`config.mk`:
```
export PLATFORM = sky130hd
export DESIGN_NAME = instr_fetch_unit_flat
export DESIGN_NICKNAME = d
export VERILOG_FILES = /design/src/rtl/instr_fetch_unit_if.sv /design/src/rtl/instr_fetch_unit.sv /design/src/flat_wrapper.sv
export SDC_FILE = /design/constraint.sdc
export NUM_CORES = 1
export LEC_CHECK = 0
export ABC_CLOCK_PERIOD_IN_PS = 2000
export BUFFER_PORTS_ARGS = -buffer_cell sky130_fd_sc_hd__buf_2
export CORE_MARGIN = 2
export CORE_UTILIZATION = 51
export DETAILED_ROUTE_END_ITERATION = 16
export PLACE_DENSITY = 0.79
export SLEW_MARGIN = 5
export SYNTH_ARGS = -nofsm -noshare
export SYNTH_HDL_FRONTEND = slang
export SYNTH_SLANG_ARGS = --single-unit
```
`constraint.sdc`:
```
create_clock -name clk -period 2 [get_ports clk]
set_clock_uncertainty 0.1 [all_clocks]
set_input_delay 0.4 -clock clk [delete_from_list [all_inputs] [get_ports clk]]
set_output_delay 0.4 -clock clk [all_outputs]
set_load 0.005 [all_outputs]
```
`src/rtl/instr_fetch_unit_if.sv`:
```
// Memory-side bus of the fetch unit: enable/read strobe, address,
// returned data and ready.
interface instr_fetch_unit_if;
  logic       mem_en;
  logic       mem_read;
  logic       mem_write;
  logic [7:0] mem_address;
  logic [7:0] mem_data_in;
  logic       mem_ready;

  modport master (
    output mem_en,
    output mem_read,
    output mem_write,
    output mem_address,
    input  mem_data_in,
    input  mem_ready
  );

  modport slave (
    input  mem_en,
    input  mem_read,
    input  mem_write,
    input  mem_address,
    output mem_data_in,
    output mem_ready
  );
endinterface

```
`src/rtl/instr_fetch_unit.sv`:
```
// Instruction fetch unit: owns the PC, reads one byte per instruction
// from RAM and hands it to decode over a valid/accept handshake.
module instr_fetch_unit #(
  parameter logic [7:0] RESET_PC = 8'd0,
  parameter int         MAX_WAIT = 15
) (
  input  logic                       clk,
  input  logic                       reset,
  instr_fetch_unit_if.master         mem,
  input  logic                       pc_load,
  input  logic [7:0]                 pc_load_value,
  input  logic                       halt,
  output logic                       instr_valid,
  output logic [7:0]                 instr,
  output logic [7:0]                 instr_pc,
  input  logic                       instr_accept,
  output logic [7:0]                 pc,
  output logic                       halted,
  output logic                       fetch_error
);

  typedef enum logic [1:0] {
    IDLE,
    REQ,
    HOLD,
    HALTED
  } state_t;

  localparam logic [7:0] WAIT_LAST = 8'(MAX_WAIT - 1);

  state_t     state_q, state_d;
  logic [7:0] pc_q, pc_d;
  logic [7:0] addr_q, addr_d;
  logic       en_q, en_d;
  logic       valid_q, valid_d;
  logic [7:0] instr_q, instr_d;
  logic [7:0] ipc_q, ipc_d;
  logic       halted_q, halted_d;
  logic       err_q, err_d;
  logic [7:0] wait_q, wait_d;

  always_ff @(posedge clk) begin
    if (reset) begin
      state_q  <= IDLE;
      pc_q     <= RESET_PC;
      addr_q   <= RESET_PC;
      en_q     <= 1'b0;
      valid_q  <= 1'b0;
      instr_q  <= 8'h00;
      ipc_q    <= 8'h00;
      halted_q <= 1'b0;
      err_q    <= 1'b0;
      wait_q   <= 8'h00;
    end else begin
      state_q  <= state_d;
      pc_q     <= pc_d;
      addr_q   <= addr_d;
      en_q     <= en_d;
      valid_q  <= valid_d;
      instr_q  <= instr_d;
      ipc_q    <= ipc_d;
      halted_q <= halted_d;
      err_q    <= err_d;
      wait_q   <= wait_d;
    end
  end

  always_comb begin
    state_d  = state_q;
    pc_d     = pc_q;
    addr_d   = addr_q;
    en_d     = en_q;
    valid_d  = valid_q;
    instr_d  = instr_q;
    ipc_d    = ipc_q;
    halted_d = halted_q;
    err_d    = 1'b0;
    wait_d   = wait_q;
    unique case (state_q)
      IDLE: begin
        if (pc_load) begin
          pc_d = pc_load_value;
        end else if (halt) begin
          state_d  = HALTED;
          halted_d = 1'b1;
        end else begin
          state_d = REQ;
          addr_d  = pc_q;
          en_d    = 1'b1;
          wait_d  = 8'h00;
        end
      end
      REQ: begin
        if (pc_load) begin
          en_d    = 1'b0;
          pc_d    = pc_load_value;
          state_d = IDLE;
        end else if (mem.mem_ready) begin
          instr_d = mem.mem_data_in;
          ipc_d   = pc_q;
          pc_d    = pc_q + 8'd1;
          valid_d = 1'b1;
          en_d    = 1'b0;
          state_d = HOLD;
        end else begin
          wait_d = wait_q + 8'd1;
          // give up and retry the same address after a short gap
          if (wait_q == WAIT_LAST) begin
            err_d   = 1'b1;
            en_d    = 1'b0;
            state_d = IDLE;
          end
        end
      end
      HOLD: begin
        if (pc_load) begin
          valid_d = 1'b0;
          pc_d    = pc_load_value;
          state_d = IDLE;
        end else if (instr_accept) begin
          valid_d = 1'b0;
          state_d = IDLE;
        end
      end
      HALTED: begin
        if (pc_load) begin
          pc_d     = pc_load_value;
          halted_d = 1'b0;
          state_d  = IDLE;
        end
      end
      default: state_d = IDLE;
    endcase
  end

  assign mem.mem_en      = en_q;
  assign mem.mem_read    = en_q;
  assign mem.mem_write   = 1'b0;
  assign mem.mem_address = addr_q;

  assign instr_valid = valid_q;
  assign instr       = instr_q;
  assign instr_pc    = ipc_q;
  assign pc          = pc_q;
  assign halted      = halted_q;
  assign fetch_error = err_q;

endmodule

```
`src/flat_wrapper.sv`:
```
// flat-port wrapper written by rule: the top's interface ports become plain ports
module instr_fetch_unit_flat 
#(
  parameter logic [7:0] RESET_PC = 8'd0,
  parameter int         MAX_WAIT = 15
)
  (clk, reset, pc_load, pc_load_value, halt, instr_valid, instr, instr_pc, instr_accept, pc, halted, fetch_error, mem_mem_en, mem_mem_read, mem_mem_write, mem_mem_address, mem_mem_data_in, mem_mem_ready);
  instr_fetch_unit_if mem_i ();
  input  logic clk;
  input  logic reset;
  input  logic pc_load;
  input  logic [7:0] pc_load_value;
  input  logic halt;
  output logic instr_valid;
  output logic [7:0] instr;
  output logic [7:0] instr_pc;
  input  logic instr_accept;
  output logic [7:0] pc;
  output logic halted;
  output logic fetch_error;
  output wire logic [$bits(mem_i.mem_en)-1:0] mem_mem_en;
  output wire logic [$bits(mem_i.mem_read)-1:0] mem_mem_read;
  output wire logic [$bits(mem_i.mem_write)-1:0] mem_mem_write;
  output wire logic [$bits(mem_i.mem_address)-1:0] mem_mem_address;
  input wire logic [$bits(mem_i.mem_data_in)-1:0] mem_mem_data_in;
  input wire logic [$bits(mem_i.mem_ready)-1:0] mem_mem_ready;
  assign mem_mem_en = mem_i.mem_en;
  assign mem_mem_read = mem_i.mem_read;
  assign mem_mem_write = mem_i.mem_write;
  assign mem_mem_address = mem_i.mem_address;
  assign mem_i.mem_data_in = mem_mem_data_in;
  assign mem_i.mem_ready = mem_mem_ready;
  instr_fetch_unit #(.RESET_PC(RESET_PC), .MAX_WAIT(MAX_WAIT)) u_core (.clk(clk), .reset(reset), .mem(mem_i), .pc_load(pc_load), .pc_load_value(pc_load_value), .halt(halt), .instr_valid(instr_valid), .instr(instr), .instr_pc(instr_pc), .instr_accept(instr_accept), .pc(pc), .halted(halted), .fetch_error(fetch_error));
endmodule
```
==> metrics.md <==
| Metric | Value |
|---|---|
| Crit-path max FO | `12` |
| Max Cap Viol | `0` |
| Initial Util | `52.6%` |
| First-pass DRT Iterations | `4` |
| Distinct cells, synth | `just under 50` |
| Sequential share of the synthesized area | `between 40% and 50%` |
| Post-CTS Setup Repair Bufs | `0` |
| Hold Path Class | `primary input to flip-flop` |
| Most frequent cells in the layout | `buf_2, dfxtp_1, nand2_1, a21oi_1, nor2_1` |
| Die Y | `68.0 um` |
| N_diodes | `0` |
| Vias in the first global route | `between 1500 and 2000` |
| Placer Congestion | `just under 0.9` |
| Final nets | `315` |
| Vias per Instance | `roughly 5.3` |
| Routed Antenna Nets | `0` |
| Initial antenna violation count | `0` |
| Clock H-tree levels | `2` |
| Global route hottest layer | `met2` |
| Port bufs | `between 50 and 60` |
| TNS Setup | `0 ns` |
| Longest Clk Path Bufs | `2` |
| Number of DRC markers in iteration 0 | `approximately 140` |
| Share of cells above drive strength 1 | `a little over a quarter` |
| Critical setup path kind | `flip-flop to flip-flop` |
| FMAX | `approximately 570 MHz` |
| Synth warn | `0` |
| P per Cell Area | `a little under 700 mW/mm^2` |
| DIE AREA | `about 0.0046 mm^2` |
| Total GRT Usage | `between 20% and 30%` |
| Die width | `just under 70 um` |
| Tcrit/Tclk final | `slightly below 90%` |
| Outcome | `finished, final reports clean` |
| Mapped Area | `between 0.002 and 0.0025 mm^2` |
| Fin. max-slew vios | `0` |
| CTS tree | `done` |
| Peak supply drop | `between 0.0004 and 0.0005 V` |
| Leakage | `roughly 1.1 nW` |
| Clk_lat worst skew | `0.30 ns` |
| Drt drc | `0` |
| Grt met2 use | `between 30% and 40%` |
| M3 GR Usage | `under 10%` |
| Cts bufs inserted | `5` |
| Most common cell after layout, fill and taps aside | `buf_2` |
| Tmin final | `around 1.7 ns` |
| Worst setup EP type | `flip-flop` |
| CP startpoint kind | `flip-flop` |
| Unrepaired setup endpoints after global routing | `no` |
| Syn_nets | `between 200 and 300` |
| CTS Hold Bufs | `0` |
| Vias | `1814` |
| Core box area | `about 0.0040 mm^2` |
| Largest net degree at the start of global routing | `32` |
| Met1 Usage GRT | `around 28%` |
| Routed wire per std cell | `about 13 um` |
| Clock slew at reported path FFs | `approximately 0.080 ns` |
| Area growth syn-to-layout | `17.1%` |
| Fin util | `61.6%` |
| Hold Fails Final Rpt | `0` |
| Final setup fails | `0` |
| Mapped Cells | `between 200 and 250` |
| Grt ovf | `0` |
| Mean Syn Cell Area | `a little under 9 um^2` |
| Final HPWL DP | `between 3 and 4 mm` |
| Final WL | `roughly 4.5 mm` |
| Root buffer cell | `clkbuf_8` |
| Required @ worst endpoint | `2.10 ns` |
| Flop and latch count out of synthesis | `46` |
| WP data arrival | `1.85 ns` |
| Clock sink total | `46` |
| # rows | `23` |
| IO Pins | `60` |
| First-pass GRT wire length | `slightly above 7 mm` |
| # resized after CTS | `0` |
-- path summary, 6_finish.rpt --
kind / from / cells past startpoint / slack, ns / end
setup / recovery: u_core.state_q[0] / 4 / 0.25 / u_core.pc[3]
hold / removal: mem_mem_data_in[6] / 3 / 0.23 / u_core.instr[6]
setup reg to reg: u_core.state_q[0] / 4 / 0.25 / u_core.pc[3]
hold reg to reg: u_core.instr[4] / 2 / 0.35 / u_core.instr[4]
-- metal layers --
layer | up-vias | wire length (um) | share of wire (%)
li1 | 925 | - | -
met1 | 828 | 1980 | 44
met2 | 52 | 2190 | 48
met3 | 9 | 255 | 5.7
met4 | 0 | 91 | 2.0
met5 | - | 0 | 0
-- logic make-up after synthesis --
family,Yosys count,share of synthesized area [%]
mux,9,4.91
xor+xnor,11,4.61
buf+inv,22,5.75
compound gates,41,12.0
simple gates,106,26.6
flops,46,44.1
fa+ha+maj,3,1.80
other cells,1,0.179
-- power breakdown --
group          internal [mW]  leakage (nW)  total [mW]  switching [mW]
Sequential             0.944         0.374       0.987          0.0424
Combinational         0.0889         0.658       0.192           0.103
Clock                  0.241        0.0383       0.522           0.281
-- Yosys cell counts, drive strengths merged --
library cell   n  share of area (%)
nor3b          2                1.3
o21ai          2               0.48
nor2          25                4.6
nor3           8                1.9
a211oi         4                1.7
and4bb         1               0.60
a221oi         1               0.42
ha             3                1.8
a22oi          1               0.36
conb           1               0.18
a21o           2               0.72
o311ai         1               0.42
o31a           1               0.42
inv            5               0.90
and2           2               0.60
clkbuf         6                1.3
xor2           8                3.4
o22ai          1               0.30
a2bb2oi        1               0.42
nand3          4                1.2
a31oi          1               0.30
a21oi         24                5.7
and3b          1               0.42
mux2i          9                4.9
nor4           4                1.5
nor4b          1               0.42
a311oi         1               0.42
nand2b         2               0.60
o31ai          1               0.36
xnor2          3                1.3
and4           2               0.84
nor2b          2               0.60
nand4b         3                2.0
or2            1               0.30
dfxtp         46                 44
nand2         40                7.4
buf           11                3.6
nand4          6                1.8
and3           2               0.60
-- flip-flops by register name, indices dropped and copies added (netlist names) --
name	count
u_core.mem.mem_en	1
u_core.instr	8
u_core.state_q	2
u_core.mem.mem_address	8
u_core.pc	8
u_core.wait_q	8
u_core.halted	1
u_core.instr_valid	1
u_core.fetch_error	1
u_core.instr_pc	8
-- final cells by class --
class | count | area (um^2)
multi-input cells | 171 | 1050
fillers | 346 | 1530
clock buffers | 7 | 76.3
flip-flops and latches | 46 | 921
inverters | 5 | 18.8
well taps | 50 | 62.6
repair buffers | 61 | 313
-- worst max-delay path, cell delays in order, from the launching register on --
cell and delay (ns):
dfxtp_1 0.63, and3b_1 0.36, nand4_1 0.14, xor2_1 0.17
a211oi_1 0.25
-- stage by stage --
step	hold slack, ns	cell area, um^2	instances	setup WS, ns	total power [mW]
3_3_place_gp	0.339	2370	333	0.312	1.20
3_5_place_dp	0.344	2370	333	0.237	1.20
5_1_grt	0.241	2450	340	0.105	1.78
6_report	0.233	2450	340	0.251	1.70
2_1_floorplan	0.353	2090	239	0.513	1.13
4_1_cts	0.226	2450	340	0.229	1.73
Power figures use the tool's default switching activity.
